<file path="src/rtl/chan_accum_adder.sv">
// Registered multi-channel adder/accumulator with valid/ready streaming on
// both sides, four operation modes and optional saturating arithmetic.
module chan_accum_adder #(
  parameter int WIDTH    = 8,
  parameter int CHANNELS = 4,
  parameter int SAT      = 1,
  localparam int CW      = (CHANNELS > 1) ? $clog2(CHANNELS) : 1
) (
  input  logic             clk,
  input  logic             rst_n,
  input  logic             ena,
  input  logic             in_valid,
  output logic             in_ready,
  input  logic [WIDTH-1:0] in_a,
  input  logic [WIDTH-1:0] in_b,
  input  logic [1:0]       in_mode,
  input  logic [CW-1:0]    in_ch,
  output logic             out_valid,
  input  logic             out_ready,
  output logic [WIDTH-1:0] out_data,
  output logic             out_ovf,
  output logic [CW-1:0]    out_ch
);

  // Handshake: a beat transfers on in_valid & in_ready; a result transfers
  // on out_valid & out_ready. A held result never changes until taken.
  typedef enum logic [1:0] {
    MODE_ADD = 2'b00,
    MODE_ACC = 2'b01,
    MODE_SUB = 2'b10,
    MODE_CLR = 2'b11
  } mode_e;

  localparam bit SAT_EN = (SAT != 0);

  logic [WIDTH-1:0] acc_q [CHANNELS];
  logic             out_valid_q;
  logic [WIDTH-1:0] out_data_q, res_d;
  logic             out_ovf_q, ovf_d;
  logic [CW-1:0]    out_ch_q, ch_sel;
  logic             accept;
  logic             acc_we;
  logic [WIDTH-1:0] acc_sel;
  logic [WIDTH:0]   sum_ab, sum_acc, diff_ab;

  // With one channel the select input carries no information.
  assign ch_sel  = (CHANNELS == 1) ? '0 : in_ch;
  assign acc_sel = acc_q[ch_sel];

  assign in_ready = ena & (~out_valid_q | out_ready);
  assign accept   = in_valid & in_ready;

  assign sum_ab  = {1'b0, in_a} + {1'b0, in_b};
  assign sum_acc = {1'b0, acc_sel} + {1'b0, in_a};
  assign diff_ab = {1'b0, in_a} - {1'b0, in_b};

  always_comb begin
    res_d  = '0;
    ovf_d  = 1'b0;
    acc_we = 1'b0;
    case (mode_e'(in_mode))
      MODE_ADD: begin
        ovf_d = sum_ab[WIDTH];
        res_d = (SAT_EN && ovf_d) ? '1 : sum_ab[WIDTH-1:0];
      end
      MODE_ACC: begin
        ovf_d  = sum_acc[WIDTH];
        res_d  = (SAT_EN && ovf_d) ? '1 : sum_acc[WIDTH-1:0];
        acc_we = 1'b1;
      end
      MODE_SUB: begin
        ovf_d = diff_ab[WIDTH];
        res_d = (SAT_EN && ovf_d) ? '0 : diff_ab[WIDTH-1:0];
      end
      MODE_CLR: begin
        acc_we = 1'b1;
      end
      default: ;
    endcase
  end

  // Accumulators update at the same edge as the result, so a same-channel
  // beat on the following cycle already reads the new value.
  always_ff @(posedge clk or negedge rst_n) begin
    if (!rst_n) begin
      out_valid_q <= 1'b0;
      out_data_q  <= '0;
      out_ovf_q   <= 1'b0;
      out_ch_q    <= '0;
      for (int i = 0; i < CHANNELS; i++) acc_q[i] <= '0;
    end else if (ena) begin
      if (accept) begin
        out_valid_q <= 1'b1;
        out_data_q  <= res_d;
        out_ovf_q   <= ovf_d;
        out_ch_q    <= ch_sel;
        if (acc_we) acc_q[ch_sel] <= res_d;
      end else if (out_ready) begin
        out_valid_q <= 1'b0;
      end
    end
  end

  assign out_valid = out_valid_q;
  assign out_data  = out_data_q;
  assign out_ovf   = out_ovf_q;
  assign out_ch    = out_ch_q;

endmodule

</file>
<file path="config.mk">
export PLATFORM = sky130hd
export DESIGN_NAME = chan_accum_adder
export DESIGN_NICKNAME = d
export VERILOG_FILES = /design/src/rtl/chan_accum_adder.sv
export SDC_FILE = /design/constraint.sdc
export NUM_CORES = 1
export LEC_CHECK = 0
export BUFFER_PORTS_ARGS = -buffer_cell sky130_fd_sc_hd__buf_2
export CAP_MARGIN = 20
export CORE_MARGIN = 2
export CORE_UTILIZATION = 50
export DETAILED_ROUTE_END_ITERATION = 12
export PLACE_DENSITY = 0.73
export SLEW_MARGIN = 10
export SYNTH_ARGS = -nofsm -noshare
export SYNTH_HDL_FRONTEND = slang
export SYNTH_SLANG_ARGS = --single-unit
</file>
<file path="constraint.sdc">
create_clock -name clk -period 2.8 [get_ports clk]
set_input_delay 0 -clock clk [delete_from_list [all_inputs] [get_ports clk]]
set_output_delay 0 -clock clk [all_outputs]
set_load 0.01 [all_outputs]
</file>
Yosys cells after proc, flatten, opt, wreduce, memory -nomap -nowiden

Index checks and enable logic that the tools add are counted.

$add $sub $neg: 3
Magnitude comparators: 2
Equality and inequality tests: 3
Muxes and demuxes: 14
Bitwise operators: 5
Reduce and logical (&&, ||, !) cells: 7

Operator list:

| operator                                                              | number |
|---|---|
| 8-bit two-way mux                                                     | 6 |
| 32-bit bitwise mux                                                    | 1 |
| 8-bit one-hot mux with 3 select lines                                 | 1 |
| 8-bit by 8-bit adder with 9-bit output                                | 2 |
| 8-bit binary-select mux with 2-bit select                             | 1 |
| 8-bit demux with 2-bit select                                         | 1 |
| 8-bit by 8-bit subtractor with 9-bit output                           | 1 |
| 2-bit equality test, second input constant                            | 2 |
| 2-bit AND reduction                                                   | 2 |
| 3-bit greater-or-equal comparator, second input constant              | 1 |
| 3-bit by 1-bit < comparator with 1-bit output, second input constant  | 1 |
| 1-bit two-way mux                                                     | 3 |
| 2-bit NOT with 3-bit output                                           | 1 |
| 1-bit one-hot mux with 3 select lines                                 | 1 |
| 3-bit AND reduction                                                   | 1 |
| 1-bit bitwise AND                                                     | 2 |
| 2-bit by 1-bit equality test with 1-bit output, second input constant | 1 |
| 2-bit zero test                                                       | 1 |
| 2-bit nonzero test                                                    | 1 |
| 2-bit OR reduction                                                    | 1 |
| 1-bit logical AND                                                     | 1 |
| 1-bit NOT                                                             | 1 |
| 1-bit OR                                                              | 1 |

Register bits: 44

Logic depth before layout (Yosys ltp)

Gate-level depths: netlist (run 1).

Depth after elaboration: 8
Depth in mapped cells: 11
Depth with buffers taken out: 10

Worst setup path before layout (run 1)

Ideal clock, no wire load.

Path type: register to register
Start: reg acc_q[0] in the netlist's numbering
End: reg out_data_q[6] (netlist: out_data[6])
Setup time: 0.125 ns
Arrival: 2.488 ns
Required time: 2.675 ns
Slack: 0.187 ns
Cell stages (with the launch flop): 11
Buffers on the path: 0
Period minus slack after synthesis: 2.613 ns
Path through: dfrtp_1 > mux4_2 > ha_1 > fa_1 > nand3_1 > nand2_1 > a21o_1 > a21oi_1 > xor2_1 > o221ai_2 > mux2_2

Word-level cells in the longest chain between the ends: 6

Ends and longest elaborated chain:

| what                                                  | line | text |
|---|---|---|
| start, declared                                       | 36   | `logic [WIDTH-1:0] acc_q [CHANNELS];` |
| start signal, assigned by index                       | 97   | `if (acc_we) acc_q[ch_sel] <= res_d;` |
| 8-bit binary-select mux with 2-bit select             | 48   | `assign acc_sel = acc_q[ch_sel];` |
| 8-bit two-way mux (not written as such) (2 in series) | 48   |  |
| 8-bit by 8-bit adder with 9-bit output                | 54   | `assign sum_acc = {1'b0, acc_sel} + {1'b0, in_a};` |
| 8-bit two-way mux                                     | 68   | `res_d = (SAT_EN && ovf_d) ? '1 : sum_acc[WIDTH-1:0];` |
| 8-bit one-hot mux with 3 select lines                 | 61   | `case (mode_e'(in_mode))` |
| end signal, assigned                                  | 94   | `out_data_q <= res_d;` |
| end, declared                                         | 38   | `logic [WIDTH-1:0] out_data_q, res_d;` |

No other way between the ends. The select of a mux whose other input is x is not followed.
A chain may end at the register's enable or synchronous reset.

Worst setup path after layout (run 1)

Start: reg acc_q[0] in the netlist's numbering
End: reg acc_q[0] in the netlist's numbering

Word-level cells in the longest chain between the ends: 7

Ends and longest elaborated chain:

| what                                                  | line |
|---|---|
| 8-bit binary-select mux with 2-bit select             | 48 |
| 8-bit two-way mux (not written as such) (2 in series) | 48 |
| 8-bit by 8-bit adder with 9-bit output                | 54 |
| 8-bit two-way mux                                     | 68 |
| 8-bit one-hot mux with 3 select lines                 | 61 |
| 32-bit bitwise mux (*)                                | 97 |

Mark *: on every way between the ends. The rest lies on a longest branch, timed or not. The select of a mux whose other input is x is not followed.

==> results of run 1 <==
-- layer usage --
layer  wire, um  part of all wire
met1       3070              0.44
met2       3390              0.49
met3        232             0.034
met4        195             0.028
met5          0                 0
-- worst min-delay path by stage --
stage                                       end  cells after the start      from  slack (ps)
after floorplan            acc_q[0]$_DFFE_PN0P_                      0     rst_n        -300
after global placement    out_valid$_DFFE_PN0P_                      1     rst_n         200
after detailed placement  acc_q[23]$_DFFE_PN0P_                      1     rst_n         210
after CTS                 out_ch[1]$_DFFE_PN0P_                      4  in_valid         130
after global routing      out_ch[1]$_DFFE_PN0P_                      4  in_valid         160
final                     out_ch[1]$_DFFE_PN0P_                      4  in_valid         120
-- flip-flops by register name, indices dropped and copies added (netlist names) --
name and count:
acc_q 32, out_data 8, out_ch 2, out_ovf 1, out_valid 1
-- final cells by class --
| type | count | area [um^2] |
|---|---|---|
| Sequential cell | 44 | 1100 |
| Tap cell | 75 | 93.8 |
| Fill cell | 540 | 2340 |
| Multi-Input combinational cell | 217 | 1950 |
| Timing Repair Buffer | 49 | 308 |
| Inverter | 20 | 75.1 |
| Clock buffer | 8 | 90.1 |
-- worst reg2reg max path: stages, from the launching register on --
cell and delay (ps):
dfrtp_1 370, mux4_2 510, ha_4 190, fa_2 380, nand3_2 90, a21o_1 150
nand2_1 90, nor3_1 190, o22a_1 180, a31oi_1 50, buf_4 170, mux2_2 260
-- synth_stat cells, drive strengths merged, types with 2 or more instances --
cell / n
ha: 24
xnor2: 11
a31oi: 3
o221ai: 2
nand4: 2
nor2: 16
nor2b: 2
nor3: 5
mux4: 8
o311ai: 2
a21o: 6
nand2b: 9
o21ai: 12
or2: 2
dfrtp: 44
o211ai: 3
nor3b: 4
xor2: 3
a221oi: 5
mux2: 29
fa: 3
clkbuf: 4
nand3: 3
buf: 5
inv: 20
nand2: 19
o22a: 2
a21oi: 26
-- kinds of logic after synthesis --
| family | Yosys count | synth area share |
|---|---|---|
| AO/OA/AOI/OAI | 73 | 0.173 |
| flip-flops | 44 | 0.355 |
| XOR/XNOR | 14 | 0.0395 |
| AND/OR/NAND/NOR | 65 | 0.113 |
| adder cells (fa/ha/maj) | 27 | 0.116 |
| buffers and inverters | 29 | 0.0371 |
| multiplexers | 38 | 0.167 |
-- power by group through the flow --
stage / sequential (mW) / clock (mW) / combinational (mW)
after global placement: 0.940 / 0 / 0.958
after CTS: 0.936 / 0.414 / 0.996
after detailed placement: 0.949 / 0 / 0.984
final: 0.935 / 0.406 / 1.06
after global routing: 0.964 / 0.442 / 1.17
after floorplan: 0.947 / 0 / 0.707
-- through the flow --
stage,utilization,std cells
detailed placement,0.571,399
global placement,0.571,399
global route,0.607,413
finish,0.607,413
floorplan,-,290
CTS,0.591,410
-- what timing repair did --
action | CTS | global route
resized for setup | 1 | 13
pin swaps | 0 | 8
endpoints found under the setup margin | 1 | 17
endpoints found under the hold margin | 45 | 0
buffers inserted | 0 | 2
hold buffers | 3 | 0
==> impl_results.md, run 1 <==
* Worst Max-Slew Pin Slew at 597 ps
* Area share of the largest cell type after synthesis at 0.355
* Period utilization at 0.975
* Synth Flop Type: dfrtp_1
* CTS tree: yes
* Combinational power share at 0.442
* Worst skew pair latency at 300 ps
* Clock root buffer: clkbuf_8
* PortBufs at 37
* HPWL after DPL at 5290 um
* Reg power frac at 0.389
* Pleak at 1.67 nW
* Outcome: finished clean
* Yosys reg bits at 44
* Initial antenna violation count at 0
* Layout Nets at 389
* Slew margin rel. at 0.601
* Critical Path Max Stage Delay at 510 ps
* Post-synth ARST share at 1.00
* Vias in the first global route at 2284
* Crit Path Class: flip-flop to flip-flop
* Pwr Density at 664 nW/um^2
* Worst path depth at 11
* Seq/Total Area, Yosys at 0.355
* Most common cell after layout, fill and taps aside: dfrtp_1
* Starting DRT DRC Count at 105
* Max H-tree Level at 2
* Slowest CP cell: mux4_2
* R2R Path End: acc_q[0]$_DFFE_PN0P_
* Max cap viols at 0
* Layout cell share with drive strength beyond 1 at 0.355
* Final ANT Viol Nets at 0
* Max Slew Vio Count at 0
* Commonest non-fill, non-tap cells in the layout: dfrtp_1 (44), buf_2 (37), mux2_2 (25), ha_1 (23), a21oi_1 (19)
* Clock Path Buffers at 2
* Hold Crit Class: input pin to flip-flop
* Synthesized area per cell at 10.7 um^2
* Total GRT Usage at 0.213
* GRT overflow at 0
* Grt met3 use at 0.0206
* Routed len/inst at 16.7 um
* Switching Power at 0.830 mW
* WP buf/inv at 1
* R2r startpoint: acc_q[0]$_DFFE_PN0P_
* Placer Congestion at 0.830
* Post-DP Area at 3400 um^2
* Fmax at 366 MHz
* CP endpoint kind: flip-flop
* Yosys warning total at 0
* Die X at 82.8 um
* Power Total at 2.40 mW
* Final Cell Area at 3620 um^2
* Area of the core at 5960 um^2
* Worst path arrival time at 2910 ps
* Finish-stage setup viols at 0
* Inserted Clock Buffers at 5
* I/O pins at 38
* Synth Instances at 290
* Post-synth EDFFs at 0
* Rows at 28
* Yosys cell types at 55
* Via density at 5.83
* Cell count of the worst reg-to-reg path at 11
* CP delay by family, top: multiplexers
* CP Capture Point: acc_q[0]$_DFFE_PN0P_
* Worst Skew at 5.20 ps
* DP Worst Slack at 9.70 ps
* Initial Util at 0.521
* Pin count of the biggest net entering global routing at 45
* Antenna cell count at 0
* Area growth syn-to-layout at 16.5%
* CP cell instances: mux4_2 -> ha_4 -> fa_2 -> nand3_2 -> a21o_1 -> nand2_1 -> nor3_1 -> o22a_1 -> a31oi_1 -> buf_4 -> mux2_2
* M2 GR Usage at 0.369
* Final Hold Viols at 0
* Die area at 6850 um^2
* Min Tclk post-route at 2730 ps
* Setup crit start: acc_q[0]$_DFFE_PN0P_
* Routed Wire Length at 6890 um
* Internal power at 1.57 mW
* GR Util met1 at 0.277
* Clock network power share at 0.169
* Clock Pin Slew Worst Setup and Hold Paths at 80 ps
* Unrepaired setup endpoints after global routing: yes
* Mapped Area at 3100 um^2
* Reg2Reg Setup Slack at 70 ps
* Global route hottest layer: met2
* Yosys top cell by area: dfrtp_1
* Switching Fraction at 0.345
* VDD IR max at 0.000536 V
* Via count at 2409
* Req. time, crit path at 2980 ps
* Post-route setup slack at 69.4 ps
* Drt first pass iters at 5
* Synthesized Nets at 342
* First-pass GRT wire length at 10800 um
* Crit path max fanout at 5
* Setup TNS at 0 ps
* CTS Sinks at 44
* Crit path launch type: flip-flop
* Die Height at 82.8 um
* Top post-synthesis cells by area: dfrtp_1 (35%), mux2_2 (10%), ha_1 (9.7%)
* Drc violations at 0
* Smallest hold slack at 123 ps
(Power assumes the default switching activity.)
==> run 2, diff against run 1 <==
--- a/config.mk
+++ b/config.mk
@@ -7,10 +7,12 @@
 export LEC_CHECK = 0
 export BUFFER_PORTS_ARGS = -buffer_cell sky130_fd_sc_hd__buf_2
 export CAP_MARGIN = 20
+export CELL_PAD_IN_SITES_DETAIL_PLACEMENT = 1
+export CELL_PAD_IN_SITES_GLOBAL_PLACEMENT = 1
 export CORE_MARGIN = 2
-export CORE_UTILIZATION = 50
+export CORE_UTILIZATION = 42
 export DETAILED_ROUTE_END_ITERATION = 12
-export PLACE_DENSITY = 0.73
+export PLACE_DENSITY_LB_ADDON = 0.1
 export SLEW_MARGIN = 10
 export SYNTH_ARGS = -nofsm -noshare
 export SYNTH_HDL_FRONTEND = slang
==> impl_results.md, run 2 (synthesized netlist as in run 1, its figures left out) <==
* Pleak at 1.70 nW (+1.9%)
* PortBufs at 37 (unchanged)
* Smallest hold slack at 63.9 ps (-58.6 ps)
* DP Cell Count at 422 (+5.8%)
* Starting DRT DRC Count at 73 (-30%)
* CTS Sinks at 44 (unchanged)
* VDD IR max at 0.000443 V (-17%)
* Die X at 90.0 um (+8.7%)
* Pin count of the biggest net entering global routing at 45 (unchanged)
* HPWL after DPL at 6000 um (+14%)
* Worst Max-Slew Pin Slew at 687 ps (+90.6 ps)
* Outcome: finished clean
* Via density at 5.47 (-6.2%)
* Most frequent CP cell: buf_4
* Finish-stage setup viols at 0 (unchanged)
* Antenna cell count at 0 (unchanged)
* CP delay by family, top: multiplexers
* Slowest CP cell: mux4_2
* Slew margin rel. at 0.541 (-0.0597)
* CTS tree: yes
* Internal power at 1.60 mW (+2.0%)
* Req. time, crit path at 2980 ps (about the same)
* Routed Wire Length at 8130 um (+18%)
* Switching Fraction at 0.356 (+0.0102)
* Clock Path Buffers at 2 (unchanged)
* Total GRT Usage at 0.203 (-0.0101)
* CP cell instances: mux4_2 -> ha_4 -> fa_2 -> buf_4 -> buf_4 -> xnor2_1 -> nor2_1 -> a31oi_1 -> o221ai_2 -> mux2_2
* Max FFs per register at 32 (unchanged)
* WP buf/inv at 2 (+1)
* I/O pins at 38 (unchanged)
* Crit Path Class: flip-flop to flip-flop
* Area of the core at 7210 um^2 (+21%)
* Pwr Density at 674 nW/um^2 (+1.5%)
* Most common cell after layout, fill and taps aside: dfrtp_1
* Routed len/inst at 18.5 um (+11%)
* Clock Pin Slew Worst Setup and Hold Paths at 90 ps (about the same)
* Hold Path Origin: in_ch[1]
* Crit path launch type: flip-flop
* Final Hold Viols at 0 (unchanged)
* Post-layout util at 0.512 (-0.0955)
* Die area at 8090 um^2 (+18%)
* Clock network power share at 0.167 (-0.002)
* Initial Util at 0.430 (-0.0909)
* Unrepaired setup endpoints after global routing: yes
* Top reg by flops: acc_q
* Inserted Clock Buffers at 5 (unchanged)
* Final Instance Count excl. Fillers at 439 (+6.3%)
* Period utilization at 0.978 (+0.00234)
* First-pass GRT wire length at 13000 um (+20%)
* Critical Path Max Stage Delay at 500 ps (about the same)
* Via count at 2401 (-0.33%)
* Setup crit start: acc_q[8]$_DFFE_PN0P_
* Drt first pass iters at 4 (-1)
* Max H-tree Level at 2 (unchanged)
* Placer Congestion at 0.816 (-1.7%)
* Crit path max fanout at 5 (unchanged)
* Worst skew pair latency at 300 ps (about the same)
* Commonest non-fill, non-tap cells in the layout: dfrtp_1 (44), buf_2 (37), ha_1 (23), a21oi_1 (19), mux2_2 (19)
* CP endpoint kind: flip-flop
* Rows at 31 (+11%)
* Vias in the first global route at 2524 (+11%)
* R2r startpoint: acc_q[8]$_DFFE_PN0P_
* Reg power frac at 0.380 (-0.009)
* Final ANT Viol Nets at 0 (unchanged)
* Worst Skew at 10.7 ps (+5.55 ps)
* Switching Power at 0.885 mW (+6.7%)
* Die Height at 90.0 um (+8.7%)
* Clock root buffer: clkbuf_8
* Layout Nets at 391 (+0.51%)
* Worst path arrival time at 2910 ps (about the same)
* Max Slew Vio Count at 0 (unchanged)
* Initial antenna violation count at 0 (unchanged)
* Reg2Reg Setup Slack at 60 ps (about the same)
* Min Tclk post-route at 2740 ps (+6.54 ps)
* FILL cells at 848 (+57%)
* Drc violations at 0 (unchanged)
* Max cap viols at 0 (unchanged)
* Area growth syn-to-layout at 19.0%
* Hold Crit Class: input pin to flip-flop
* Layout cell share with drive strength beyond 1 at 0.368 (+0.0126)
* GRT overflow at 0 (unchanged)
* Fmax at 365 MHz (-0.24%)
* Combinational power share at 0.453 (+0.011)
==> run 2: final cells by class <==
cell class	instances	area (um^2)	area share
multi-input cells	217	1980	0.535
flip-flops and latches	44	1100	0.298
repair buffers	51	323	0.0875
well taps	99	124	0.0336
clock buffers	6	82.6	0.0224
inverters	20	75.1	0.0203
clock inverters	2	10.0	0.00271
==> run 2: repair_timing <==
action                                 4_1_cts  5_1_grt
resized for setup                            2       19
endpoints found under the hold margin       45        0
pin swaps                                    1        8
setup endpoints to repair                   13       26
hold buffers                                 3        0
buffers inserted                             0        5
==> run 2: worst paths after layout <==
path	to	depth (start not counted)
worst max-delay path	acc_q[18]$_DFFE_PN0P_	10
worst min-delay path	out_ch[1]$_DFFE_PN0P_	3
worst max register to register	acc_q[18]$_DFFE_PN0P_	10
worst min register to register	out_ch[1]$_DFFE_PN0P_	2
max in group asynchronous	acc_q[21]$_DFFE_PN0P_	3
min in group asynchronous	acc_q[25]$_DFFE_PN0P_	2
==> run 2: worst register-to-register path: cells and delay by family, from the launching register on <==
kind / cells / cell delay [ps]
buffers and inverters: 2 / 270
XOR/XNOR: 1 / 160
AO/OA/AOI/OAI: 2 / 350
adder cells (fa/ha/maj): 2 / 560
multiplexers: 2 / 830
flip-flops: 1 / 390
AND/OR/NAND/NOR: 1 / 60
==> run 2: power by group through the flow <==
stage          Clock [mW]  Combinational (mW)  Sequential, mW
2_1_floorplan           0               0.707           0.947
3_3_place_gp            0               0.983           0.942
3_5_place_dp            0                1.01           0.956
4_1_cts             0.426                1.02           0.944
5_1_grt             0.451                1.24           0.970
6_report            0.416                1.13           0.947
==> run 2: metrics by stage <==
stage / cell area, um^2 / setup slack (ps) / power [mW] / setup TNS (ps)
finish: 3690 / 62.9 / 2.49 / 0
floorplan: 3100 / 187 / 1.65 / 0
global placement: 3420 / -22.1 / 1.92 / -92.1
CTS: 3550 / 15.9 / 2.39 / 0
global route: 3690 / -81.2 / 2.66 / -663
detailed placement: 3420 / -41.9 / 1.96 / -229
==> run 2: layer usage <==
layer | global-route usage | vias up | part of all wire | wire, um
li1 | - | 1154 | - | -
met1 | 0.263 | 1213 | 0.46 | 3770
met2 | 0.366 | 28 | 0.52 | 4190
met3 | 0.0243 | 6 | 0.014 | 111
met4 | 0.0462 | 0 | 0.0078 | 63
met5 | 0 | - | 0 | 0
